<file path="config.mk">
export PLATFORM = sky130hd
export DESIGN_NAME = df_sign_fir
export DESIGN_NICKNAME = d
export VERILOG_FILES = /design/src/rtl/df_sign_fir.sv
export SDC_FILE = /design/constraint.sdc
export NUM_CORES = 1
export LEC_CHECK = 0
export CAP_MARGIN = 40
export CORE_MARGIN = 4
export CORE_UTILIZATION = 35
export DETAILED_ROUTE_END_ITERATION = 6
export PLACE_DENSITY = 0.59
export SLEW_MARGIN = 0
export SYNTH_ARGS = -nofsm -noshare
export SYNTH_HDL_FRONTEND = slang
export SYNTH_SLANG_ARGS = --single-unit
</file>
<file path="constraint.sdc">
create_clock -name clk -period 10.02 [get_ports clk]
set_clock_uncertainty 0.2 [all_clocks]
set_input_delay 2.004 -clock clk [delete_from_list [all_inputs] [get_ports clk]]
set_output_delay 2.004 -clock clk [all_outputs]
set_load 0.02 [all_outputs]
</file>
<file path="src/rtl/df_sign_fir.sv">
// -----------------------------------------------------------------------------
// df_opt_2comp
//   Optional two's-complement stage. It passes an unsigned 8-bit sample
//   through as a 9-bit signed value, or negates it when en is high.
//   Result range is -255..+255.
//   a  : unsigned 8-bit sample
//   en : 1 = negate
//   y  : 9-bit signed result
//
// df_sign_fir
//   Sequential FIR stage with coefficients restricted to +/-2^s or zero.
//   One sample is accepted in IDLE. ACCUM then walks the delay line one tap
//   per cycle through a single shared df_opt_2comp instance. The registered
//   sum is offered on a ready/valid output in OUTPUT.
//   clk, rst_n          : clock (rising edge), async active-low reset
//   in_data/in_valid    : unsigned sample input
//   in_ready            : high only in IDLE
//   coef_en/coef_neg    : per-tap enable and sign (1 = negative)
//   coef_shift          : per-tap left shift 0..3, tap k at [2k+1:2k]
//   out_data/out_valid  : signed filter result
//   out_ready           : consumer takes the result
// -----------------------------------------------------------------------------
module df_opt_2comp (
  input  logic [7:0] a,
  input  logic       en,
  output logic [8:0] y
);
  assign y = en ? -{1'b0, a} : {1'b0, a};
endmodule

module df_sign_fir #(
  parameter int NTAPS = 4,
  parameter int ACC_W = 16
) (
  input  logic                 clk,
  input  logic                 rst_n,
  input  logic [7:0]           in_data,
  input  logic                 in_valid,
  output logic                 in_ready,
  input  logic [NTAPS-1:0]     coef_en,
  input  logic [NTAPS-1:0]     coef_neg,
  input  logic [2*NTAPS-1:0]   coef_shift,
  output logic [ACC_W-1:0]     out_data,
  output logic                 out_valid,
  input  logic                 out_ready
);
  localparam int IDX_W = $clog2(NTAPS);
  localparam logic [IDX_W-1:0] LAST_IDX = IDX_W'(NTAPS - 1);

  typedef enum logic [1:0] {
    S_IDLE,
    S_ACCUM,
    S_OUTPUT
  } state_t;

  state_t state, state_nxt;

  logic [7:0]         taps [NTAPS];
  logic [NTAPS-1:0]   snap_en;
  logic [NTAPS-1:0]   snap_neg;
  logic [2*NTAPS-1:0] snap_shift;
  logic [IDX_W-1:0]   tap_idx;
  logic [ACC_W-1:0]   acc;

  logic               accept;
  logic               last_tap;
  logic [7:0]         cur_sample;
  logic               cur_en;
  logic               cur_neg;
  logic [1:0]         cur_shift;
  logic [8:0]         comp_out;
  logic [ACC_W-1:0]   term;
  logic [ACC_W-1:0]   acc_sum;

  assign in_ready = (state == S_IDLE);
  assign accept   = in_valid && in_ready;
  assign last_tap = (state == S_ACCUM) && (tap_idx == LAST_IDX);

  // Select the delay-line value and coefficient snapshot of the current tap.
  always_comb begin
    // NOTE: every output of a combinational block gets a default first, so no
    // path through the block leaves a value unassigned and infers a latch.
    cur_sample = '0;
    cur_en     = 1'b0;
    cur_neg    = 1'b0;
    cur_shift  = '0;
    for (int k = 0; k < NTAPS; k++) begin
      if (IDX_W'(k) == tap_idx) begin
        cur_sample = taps[k];
        cur_en     = snap_en[k];
        cur_neg    = snap_neg[k];
        cur_shift  = snap_shift[2*k +: 2];
      end
    end
  end

  df_opt_2comp u_2comp (
    .a  (cur_sample),
    .en (cur_neg),
    .y  (comp_out)
  );

  // Sign-extend the 9-bit term, then apply the power-of-two weight.
  always_comb begin
    term = '0;
    if (cur_en) begin
      term = {{(ACC_W-9){comp_out[8]}}, comp_out} << cur_shift;
    end
  end

  assign acc_sum = acc + term;

  always_ff @(posedge clk or negedge rst_n) begin
    // NOTE: sequential state uses non-blocking assignments so every register
    // samples pre-edge values, independent of statement order.
    if (!rst_n) begin
      state <= S_IDLE;
    end else begin
      state <= state_nxt;
    end
  end

  always_comb begin
    state_nxt = state;
    case (state)
      S_IDLE:   if (in_valid)  state_nxt = S_ACCUM;
      S_ACCUM:  if (last_tap)  state_nxt = S_OUTPUT;
      S_OUTPUT: if (out_ready) state_nxt = S_IDLE;
      default:                 state_nxt = S_IDLE;
    endcase
  end

  always_ff @(posedge clk or negedge rst_n) begin
    if (!rst_n) begin
      // NOTE: the delay line is reset explicitly because unfilled taps must
      // contribute zero; this keeps it as flops rather than a RAM.
      for (int k = 0; k < NTAPS; k++) begin
        taps[k] <= '0;
      end
      snap_en    <= '0;
      snap_neg   <= '0;
      snap_shift <= '0;
      tap_idx    <= '0;
      acc        <= '0;
      out_data   <= '0;
      out_valid  <= 1'b0;
    end else begin
      if (accept) begin
        taps[0] <= in_data;
        for (int k = 1; k < NTAPS; k++) begin
          taps[k] <= taps[k-1];
        end
        // The coefficients are frozen here so later input changes cannot
        // disturb a result in progress.
        snap_en    <= coef_en;
        snap_neg   <= coef_neg;
        snap_shift <= coef_shift;
        acc        <= '0;
        tap_idx    <= '0;
      end

      if (state == S_ACCUM) begin
        acc     <= acc_sum;
        tap_idx <= tap_idx + IDX_W'(1);
        if (last_tap) begin
          out_data  <= acc_sum;
          out_valid <= 1'b1;
        end
      end

      if (state == S_OUTPUT && out_ready) begin
        out_valid <= 1'b0;
      end
    end
  end
endmodule

</file>
Yosys cells after proc, flatten, opt, wreduce, memory -nomap -nowiden

Index checks and enable logic that the tools add are counted.

Add/subtract/negate cells: 3
Multiplexer cells: 29
Eq/ne operators: 9
Reductions and logical operators: 11
Shift-type cells: 1

Operators by type and width:

| operator                                       | count |
|---|---|
| 2-to-1 mux 16 bit                              | 3 |
| 2-to-1 mux 8 bit                               | 4 |
| 2-to-1 mux 2 bit                               | 9 |
| adder 16 bit                                   | 1 |
| left shift 16 x 2 -> 16 bit                    | 1 |
| 2-to-1 mux 1 bit                               | 11 |
| 2-to-1 mux 9 bit                               | 1 |
| negation 8 -> 9 bit                            | 1 |
| inequality test 2 bit (second input constant)  | 3 |
| case mux 2 bit (3 select lines)                | 1 |
| nonzero test 2 bit                             | 3 |
| == test 2 bit (first input constant)           | 2 |
| == test 2 bit (second input constant)          | 2 |
| logical NOT 2 bit                              | 2 |
| AND reduction 2 bit                            | 2 |
| logical AND 1 bit                              | 3 |
| AND reduction 3 bit                            | 1 |
| adder 2 x 1 -> 2 bit (second input constant)   | 1 |
| == test 1 x 2 -> 1 bit (first input constant)  | 1 |
| == test 2 x 1 -> 1 bit (second input constant) | 1 |

Flip-flop bits (word level): 85
Output and inout bits: 18
Logic and storage cells: 65

Logic depth before layout (Yosys ltp)

Gate-level depths: netlist of the first run.

Word-level depth: 11
Mapped depth: 22

By module

A second synthesis of the first run with hierarchy kept.

Cells, all modules: 558
Area, all modules: 4745.8 µm²

Modules (own cells, without submodules):

| module       | times used | sequential area each (µm²) | cells an instance | area each (µm²) |
|---|---|---|---|---|
| df_sign_fir  | 1          | 2127.0                     | 534               | 4566.9 |
| df_opt_2comp | 1          | 0.0                        | 24                | 178.9 |

Worst setup path after synthesis of the first run

OpenSTA, ideal clock, no wires.

Path kind: reg-to-reg
Start: reg tap_idx[1]
End: reg acc[15]
Setup time: 126 ps
Data arrival time: 4566 ps
Data required time: 9694 ps
Period minus slack after synthesis: 4893 ps
Stages on the path, launching flop included: 23
Path slack: 5127 ps
Buffers on the path: 2
Cells stage by stage: dfrtp_1 > inv_1 > ha_1 > buf_6 > buf_6 > and3b_1 > a211oi_1 > nor2_1 > inv_1 > ha_1 > o221ai_1 > o211a_1 > o21ai_0 > nand3_1 > a21oi_1 > ha_1 > and2_1 > or2_1 > nand3_1 > a31oi_1 > or4_4 > and4_4 > a311o_1

Cells in the longest elaborated chain, start to end: 11
Elaborated cells between the ends (all ways): 26
Classes of those cells: add/sub (2); eq/ne (3); shift (1); mux (19); reduce/logical (1)

Ends and longest elaborated chain:

| what                           | line | RTL |
|---|---|---|
| from (decl)                    | 62   | `logic [IDX_W-1:0] tap_idx;` |
| from (signal assigned)         | 164  | `tap_idx <= tap_idx + IDX_W'(1);` |
| logical NOT 2 bit              | 88   | `if (IDX_W'(k) == tap_idx) begin` |
| 2-to-1 mux 8 bit (4 in series) | 88   |  |
| negation 8 -> 9 bit            | 28   | `assign y = en ? -{1'b0, a} : {1'b0, a};` |
| 2-to-1 mux 9 bit               | 28   |  |
| left shift 16 x 2 -> 16 bit    | 107  | `term = {{(ACC_W-9){comp_out[8]}}, comp_out} << cur_shift;` |
| 2-to-1 mux 16 bit (*)          | 106  | `if (cur_en) begin` |
| adder 16 bit (*)               | 111  | `assign acc_sum = acc + term;` |
| 2-to-1 mux 16 bit (*)          | 162  | `if (state == S_ACCUM) begin` |
| to (signal assigned)           | 163  | `acc <= acc_sum;` |
| to (decl)                      | 63   | `logic [ACC_W-1:0] acc;` |

Mark *: on every way between the ends. The rest lies on a longest branch, timed or not.
A chain may end at the register's enable or synchronous reset.

Worst setup path in the final report of the first run

Start: reg tap_idx[0]
End: reg acc[15]

The elaborated chain is that of the path after synthesis.

==> out/metrics.cfg, run 1 <==
[finish]
area_growth_pct=17.9
final_util_pct=42.2
post-route-cell-area_sq_um=5880
nets=672
diodes=0
layout-drive-gt1-share_pct=6.70

[floorplanning]
coreArea_sq_um=13900
die_x_microns=127
die_h_microns=127
placementRows=43
dieArea_sq_um=16200
start_util_pct=35.8
io_pins=46

[sta]
rsz0062_at_grt=no
fin_setup_tns_ns=0
period_share_pct=57.2
setup_viol_count_final=0
worst_slew_pin_slew_ns=0.874
drv_slew=0
max_freq_mhz=174
final-hold-violation-count=0
relSlewSlack_pct=41.6
period_needed_ns=5.73

[yosys]
async_flop_share_pct=100
seq_area_frac_synth_pct=42.6
yosys.area.top_type_share_pct=42.6
ys.flop_type=dfrtp_1
synth_area_leaders=dfrtp_1, nand2_1, ha_1
synth_top_cell_by_area=dfrtp_1
postSynthCellCount=591
yosys_register_bits=85
yosysWarnings=0
syn_nets=640
netlist_area_sq_um=4990
ys_types=63
syn_avg_cell_area_sq_um=8.45
synth-edff-count=0

[grt]
overflow=0
grt_pass1_wl_microns=20100
track_usage_pct=15.1
antenna_found_initial=0
first_global_vias=4127
grt_max_degree=52

[routing]
drt_iter0_markers=162
wl_per_cell_microns=14.4
postRouteAntennaNets=0
drt-pass1-iter-count=4
post-route-drc-count=0
dr_total_vias=4154
via_per_inst=5.15
wirelength_microns=11600

[clock_network]
cts.sinks=85
cts_resized=0
holdBufCountCts=0
cts_tree=built
h-tree-depth=3
numCtsBuffers=9
clk_pin_slew_ns=0.06
clk_latency_ns=0.35
cts_setup_buffers=0
clock-root-buffer=clkbuf_16
cts_max_path_buffers=2

[setup_path]
path_cells=ha_1, nand2b_1, o21ai_1, nor2_1, mux2_2, a221oi_1, a21oi_1, a211oi_1, ha_1, nand3_1, o2111ai_1, nand3_1, a31oi_1, or4_4, and4_4, a311o_1
critPathTopFamily=simple AND/OR/NAND/NOR gates
r2r_start=tap_idx[0]
critPathArrivalTime_ns=5.76
cp_slowest_cell=nor2_1
worst_setup_path_start_kind=register
required_ns=10.05
cpPeakStageDelay_ns=0.66
crit_buf_inv=0
cp_max_fo=17
endpoint_kind=register
crit_type=reg2reg
startpoint=tap_idx[0]

[job]
drv_cap=0

[placement]
dp_hpwl_microns=8630
portBuffers=45
postPlaceCellArea_sq_um=5620
place.gp.congestion=0.812

[status]
status=finished, final reports clean

[min_path]
worstHoldStart=out_data[4]
hp-class=reg2reg

## worst paths after layout
check / to / slack (ns) / cells after the start
setup / recovery: acc[15] / 4.29 / 16
min in group asynchronous: out_data[0] / 1.43 / 1
hold / removal: out_data[4] / 0.27 / 2
max in group asynchronous: taps[11] / 7.58 / 2
hold reg to reg: out_data[4] / 0.27 / 2
setup reg to reg: acc[15] / 4.29 / 16
## flip-flops by register name, indices dropped and copies added, names as in the netlist
signal      cells
acc            16
out_data       16
out_valid       1
snap_en         4
snap_neg        4
snap_shift      8
state           2
tap_idx         2
taps           32
## stage by stage
step	setup WS (ns)	hold slack (ns)	cells
floorplan	5.13	0.237	591
global placement	4.45	0.261	788
detailed placement	4.28	0.264	792
CTS	4.26	0.279	807
global route	3.85	0.288	807
finish	4.29	0.274	807
## placed cells by master, fill, tap and decap left out, types with 4 or more instances in the layout
cell,netlist,final
nand2_1,190,189
dfrtp_1,85,85
o21ai_0,44,44
clkdlybuf4s50_1,0,44
nand3_1,24,24
a21oi_1,22,22
ha_1,20,20
nor2_1,18,18
inv_1,13,13
o211ai_1,13,13
nor3_1,11,11
xor2_1,10,10
o22ai_1,9,9
clkbuf_16,0,9
a211oi_1,7,7
nor2b_1,6,6
a21o_1,5,5
xnor2_1,5,5
nand2b_1,4,4
and3b_1,4,4
and2_1,4,4
mux2_2,4,4
a41oi_1,4,4
buf_4,0,4
## synth_stat cells, drive strengths merged (3+ instances only)
cell    number
mux2         4
o22ai       10
o221ai       3
a41oi        4
nand2b       4
o211a        4
ha          20
inv         13
clkbuf      26
o21a         3
nor2b        6
xnor2        5
and2         4
a31oi        3
nand2      190
o21ai       45
nor3        11
a221oi       3
mux2i        3
a21o         5
o211ai      13
nand3       24
and3b        4
or2          7
xor2        10
dfrtp       85
a21oi       22
buf          4
nor2        18
a211oi       9
## logic make-up after synthesis
| logic type | count (synthesis) | synth area share, % |
|---|---|---|
| flops | 85 | 42.6 |
| simple gates | 278 | 24.0 |
| buf+inv | 43 | 3.71 |
| mux | 7 | 1.50 |
| compound gates | 142 | 20.1 |
| xor+xnor | 15 | 2.63 |
| fa+ha+maj | 21 | 5.41 |
## worst register-to-register path, delay by kind of cell (launching register included)
kind	cells	cell delay, ns
flops	1	0.41
mux	1	0.41
simple gates	6	2.20
fa+ha+maj	2	0.87
compound gates	7	1.53
## per-layer routing
metal / vias to the layer above / global-route usage, % / share of wire [%]
met2: 51 / 24.8 / 48
met1: 1973 / 19.9 / 48
met4: 0 / 5.43 / 1.5
met5: - / 0 / 0
li1: 2118 / - / -
met3: 12 / 2.93 / 2.6
## cell type report
cell class                      count  area [sq um]
Clock buffer                       11           243
Clock inverter                      4          25.0
Timing Repair Buffer               51           533
Sequential cell                    85          2130
Fill cell                        1372          8050
Multi-Input combinational cell    463          2680
Tap cell                          180           225
Inverter                           13          48.8
Power of run 1 is not shown: default switching activity piles up to over one toggle a cycle in this logic, so the estimate is an artifact.
==> inputs of run 2 (changes only) <==
--- a/config.mk
+++ b/config.mk
@@ -9,7 +9,7 @@
 export CORE_MARGIN = 4
 export CORE_UTILIZATION = 35
 export DETAILED_ROUTE_END_ITERATION = 6
-export PLACE_DENSITY = 0.59
+export PLACE_DENSITY = 0.61
 export SLEW_MARGIN = 0
 export SYNTH_ARGS = -nofsm -noshare
 export SYNTH_HDL_FRONTEND = slang
==> constraint.sdc (replaced) <==
create_clock -name clk -period 5.07 [get_ports clk]
set_clock_uncertainty 0.2 [all_clocks]
set_input_delay 1.014 -clock clk [delete_from_list [all_inputs] [get_ports clk]]
set_output_delay 1.014 -clock clk [all_outputs]
set_load 0.02 [all_outputs]
==> run 2 against run 1 <==
  * Die area unchanged
  * Wire length increased by 7.7%
  * Core utilization grew 3.0 points
  * Critical path type unchanged
==> out/metrics.cfg, run 2 (synthesized netlist as in run 1, its figures left out) <==
[finish]
area_growth_pct=26.3
diodes=0  ; unchanged
top_regs=taps x32, acc x16, out_data x16
nets=697  ; +3.7%
largest_reg_flops=32  ; unchanged
layout-drive-gt1-share_pct=14.4  ; +7.7 points
max_flop_register=taps
multiInputGateArea_sq_um=2880  ; +7.3%
mostFrequentLayoutCell=nand2_1
ff_latch_area_sq_um=2130  ; about the same
fillerInstances=1362  ; -0.73%
layout_common_cells=nand2_1, dfrtp_1, clkdlybuf4s50_1

[floorplanning]
coreArea_sq_um=13900  ; unchanged
die_h_microns=127  ; unchanged
start_util_pct=35.8  ; unchanged
io_pins=46  ; unchanged
dieArea_sq_um=16200  ; unchanged
placementRows=43  ; unchanged
die_x_microns=127  ; unchanged

[grt]
met1_usage_pct=20.2  ; +0.35 points
grt.busiest_layer=met2
first_global_vias=4274  ; +3.6%
grt_util_met2_pct=25.9  ; +1.1 points
grt_max_degree=52  ; unchanged
antenna_found_initial=0  ; unchanged
overflow=0  ; unchanged
grt_pass1_wl_microns=20600  ; +2.6%
track_usage_pct=15.8  ; +0.72 points
met3_usage_pct=3.97  ; +1.0 points

[clock_network]
cts_max_path_buffers=2  ; unchanged
cts_tree=built
h-tree-depth=3  ; unchanged
cts.sinks=85  ; unchanged
numCtsBuffers=9  ; unchanged
clk_pin_slew_ns=0.06  ; about the same
clk_latency_ns=0.35  ; about the same
clock-root-buffer=clkbuf_16

[routing]
drt_iter0_markers=189  ; +17%
via_per_inst=5.20  ; +1.1%
postRouteAntennaNets=0  ; unchanged
wirelength_microns=12500  ; +7.7%
dr_total_vias=4333  ; +4.3%
drt-pass1-iter-count=4  ; unchanged
post-route-drc-count=0  ; unchanged
wl_per_cell_microns=15.0  ; +4.3%

[job]
drv_cap=0  ; unchanged

[setup_path]
worst_setup_path_start_kind=register
crit_type=reg2reg
critPathArrivalTime_ns=4.84  ; -0.92 ns
required_ns=5.10  ; -4.95 ns
cp_max_fo=5  ; -12
endpoint_kind=register

[sta]
fin_setup_tns_ns=0  ; unchanged
final-hold-violation-count=0  ; unchanged
period_needed_ns=4.81  ; -0.923 ns
drv_slew=0  ; unchanged
setup_viol_count_final=0  ; unchanged
max_freq_mhz=208  ; +19%
worst_slew_pin_slew_ns=0.667  ; -0.207 ns
relSlewSlack_pct=55.6  ; +14 points
period_share_pct=94.9  ; +38 points

[placement]
portBuffers=45  ; unchanged
dp_hpwl_microns=9090  ; +5.3%
place.gp.congestion=0.859  ; +5.8%

[status]
status=finished, final reports clean

[min_path]
hp-class=reg2reg

-- run 2: final cells by class --
cell class,instances,share of cell area [%]
Clock inverter,4,0.496
Multi-Input combinational cell,463,45.7
Clock buffer,12,4.23
Inverter,13,0.833
Tap cell,180,3.57
Timing Repair Buffer,76,11.5
Sequential cell,85,33.7
-- run 2: worst max-delay path, cell delays in order, from the launching register on --
cell and delay [ns]:
dfrtp_2 0.42, inv_1 0.08, ha_1 0.21, or2_1 0.30, buf_4 0.19, a211oi_4 0.30
o22ai_4 0.16, o41ai_2 0.33, xor2_1 0.29, o211ai_1 0.12, a21oi_1 0.20, ha_1 0.26
and2_1 0.17, or2_1 0.22, nand3_1 0.11, a31oi_1 0.11, or4_4 0.52, and4_4 0.20
a311o_1 0.30
-- run 2: worst paths after layout --
path | cells after the start | slack, ns | to | from
max in group asynchronous | 2 | 3.22 | tap_idx[0] | rst_n
hold reg to reg | 2 | 0.28 | out_data[7] | out_data[7]
min in group asynchronous | 1 | 0.44 | acc[12] | rst_n
setup / recovery | 18 | 0.26 | acc[15] | tap_idx[0]
hold / removal | 2 | 0.28 | out_data[7] | out_data[7]
setup reg to reg | 18 | 0.26 | acc[15] | tap_idx[0]
-- run 2: what timing repair did --
action / CTS / global route
hold buffers: 0 / 0
setup buffers: 0 / 9
gates resized for setup: 1 / 41
pin swaps: 0 / 8
setup endpoints to repair: 1 / 4
-- run 2: stage by stage --
| stage | hold slack, ns | instances | setup WS, ns | util (%) | area (sq um) |
|---|---|---|---|---|---|
| after floorplan | 0.237 | 591 | 0.177 | - | 4990 |
| after global placement | 0.262 | 806 | 0.0950 | 40.8 | 5680 |
| after detailed placement | 0.267 | 808 | 0.0358 | 41.0 | 5710 |
| after CTS | 0.283 | 824 | 0.0240 | 43.1 | 6010 |
| after global routing | 0.314 | 833 | -0.0376 | 45.3 | 6310 |
| final | 0.278 | 833 | 0.260 | 45.3 | 6310 |
-- run 2: metal layers --
metal | vias up | wire length (microns)
met5 | - | 0
met2 | 97 | 6050
met4 | 0 | 223
met1 | 2046 | 5660
li1 | 2171 | -
met3 | 19 | 575
Power of run 2 is left out for the same reason.
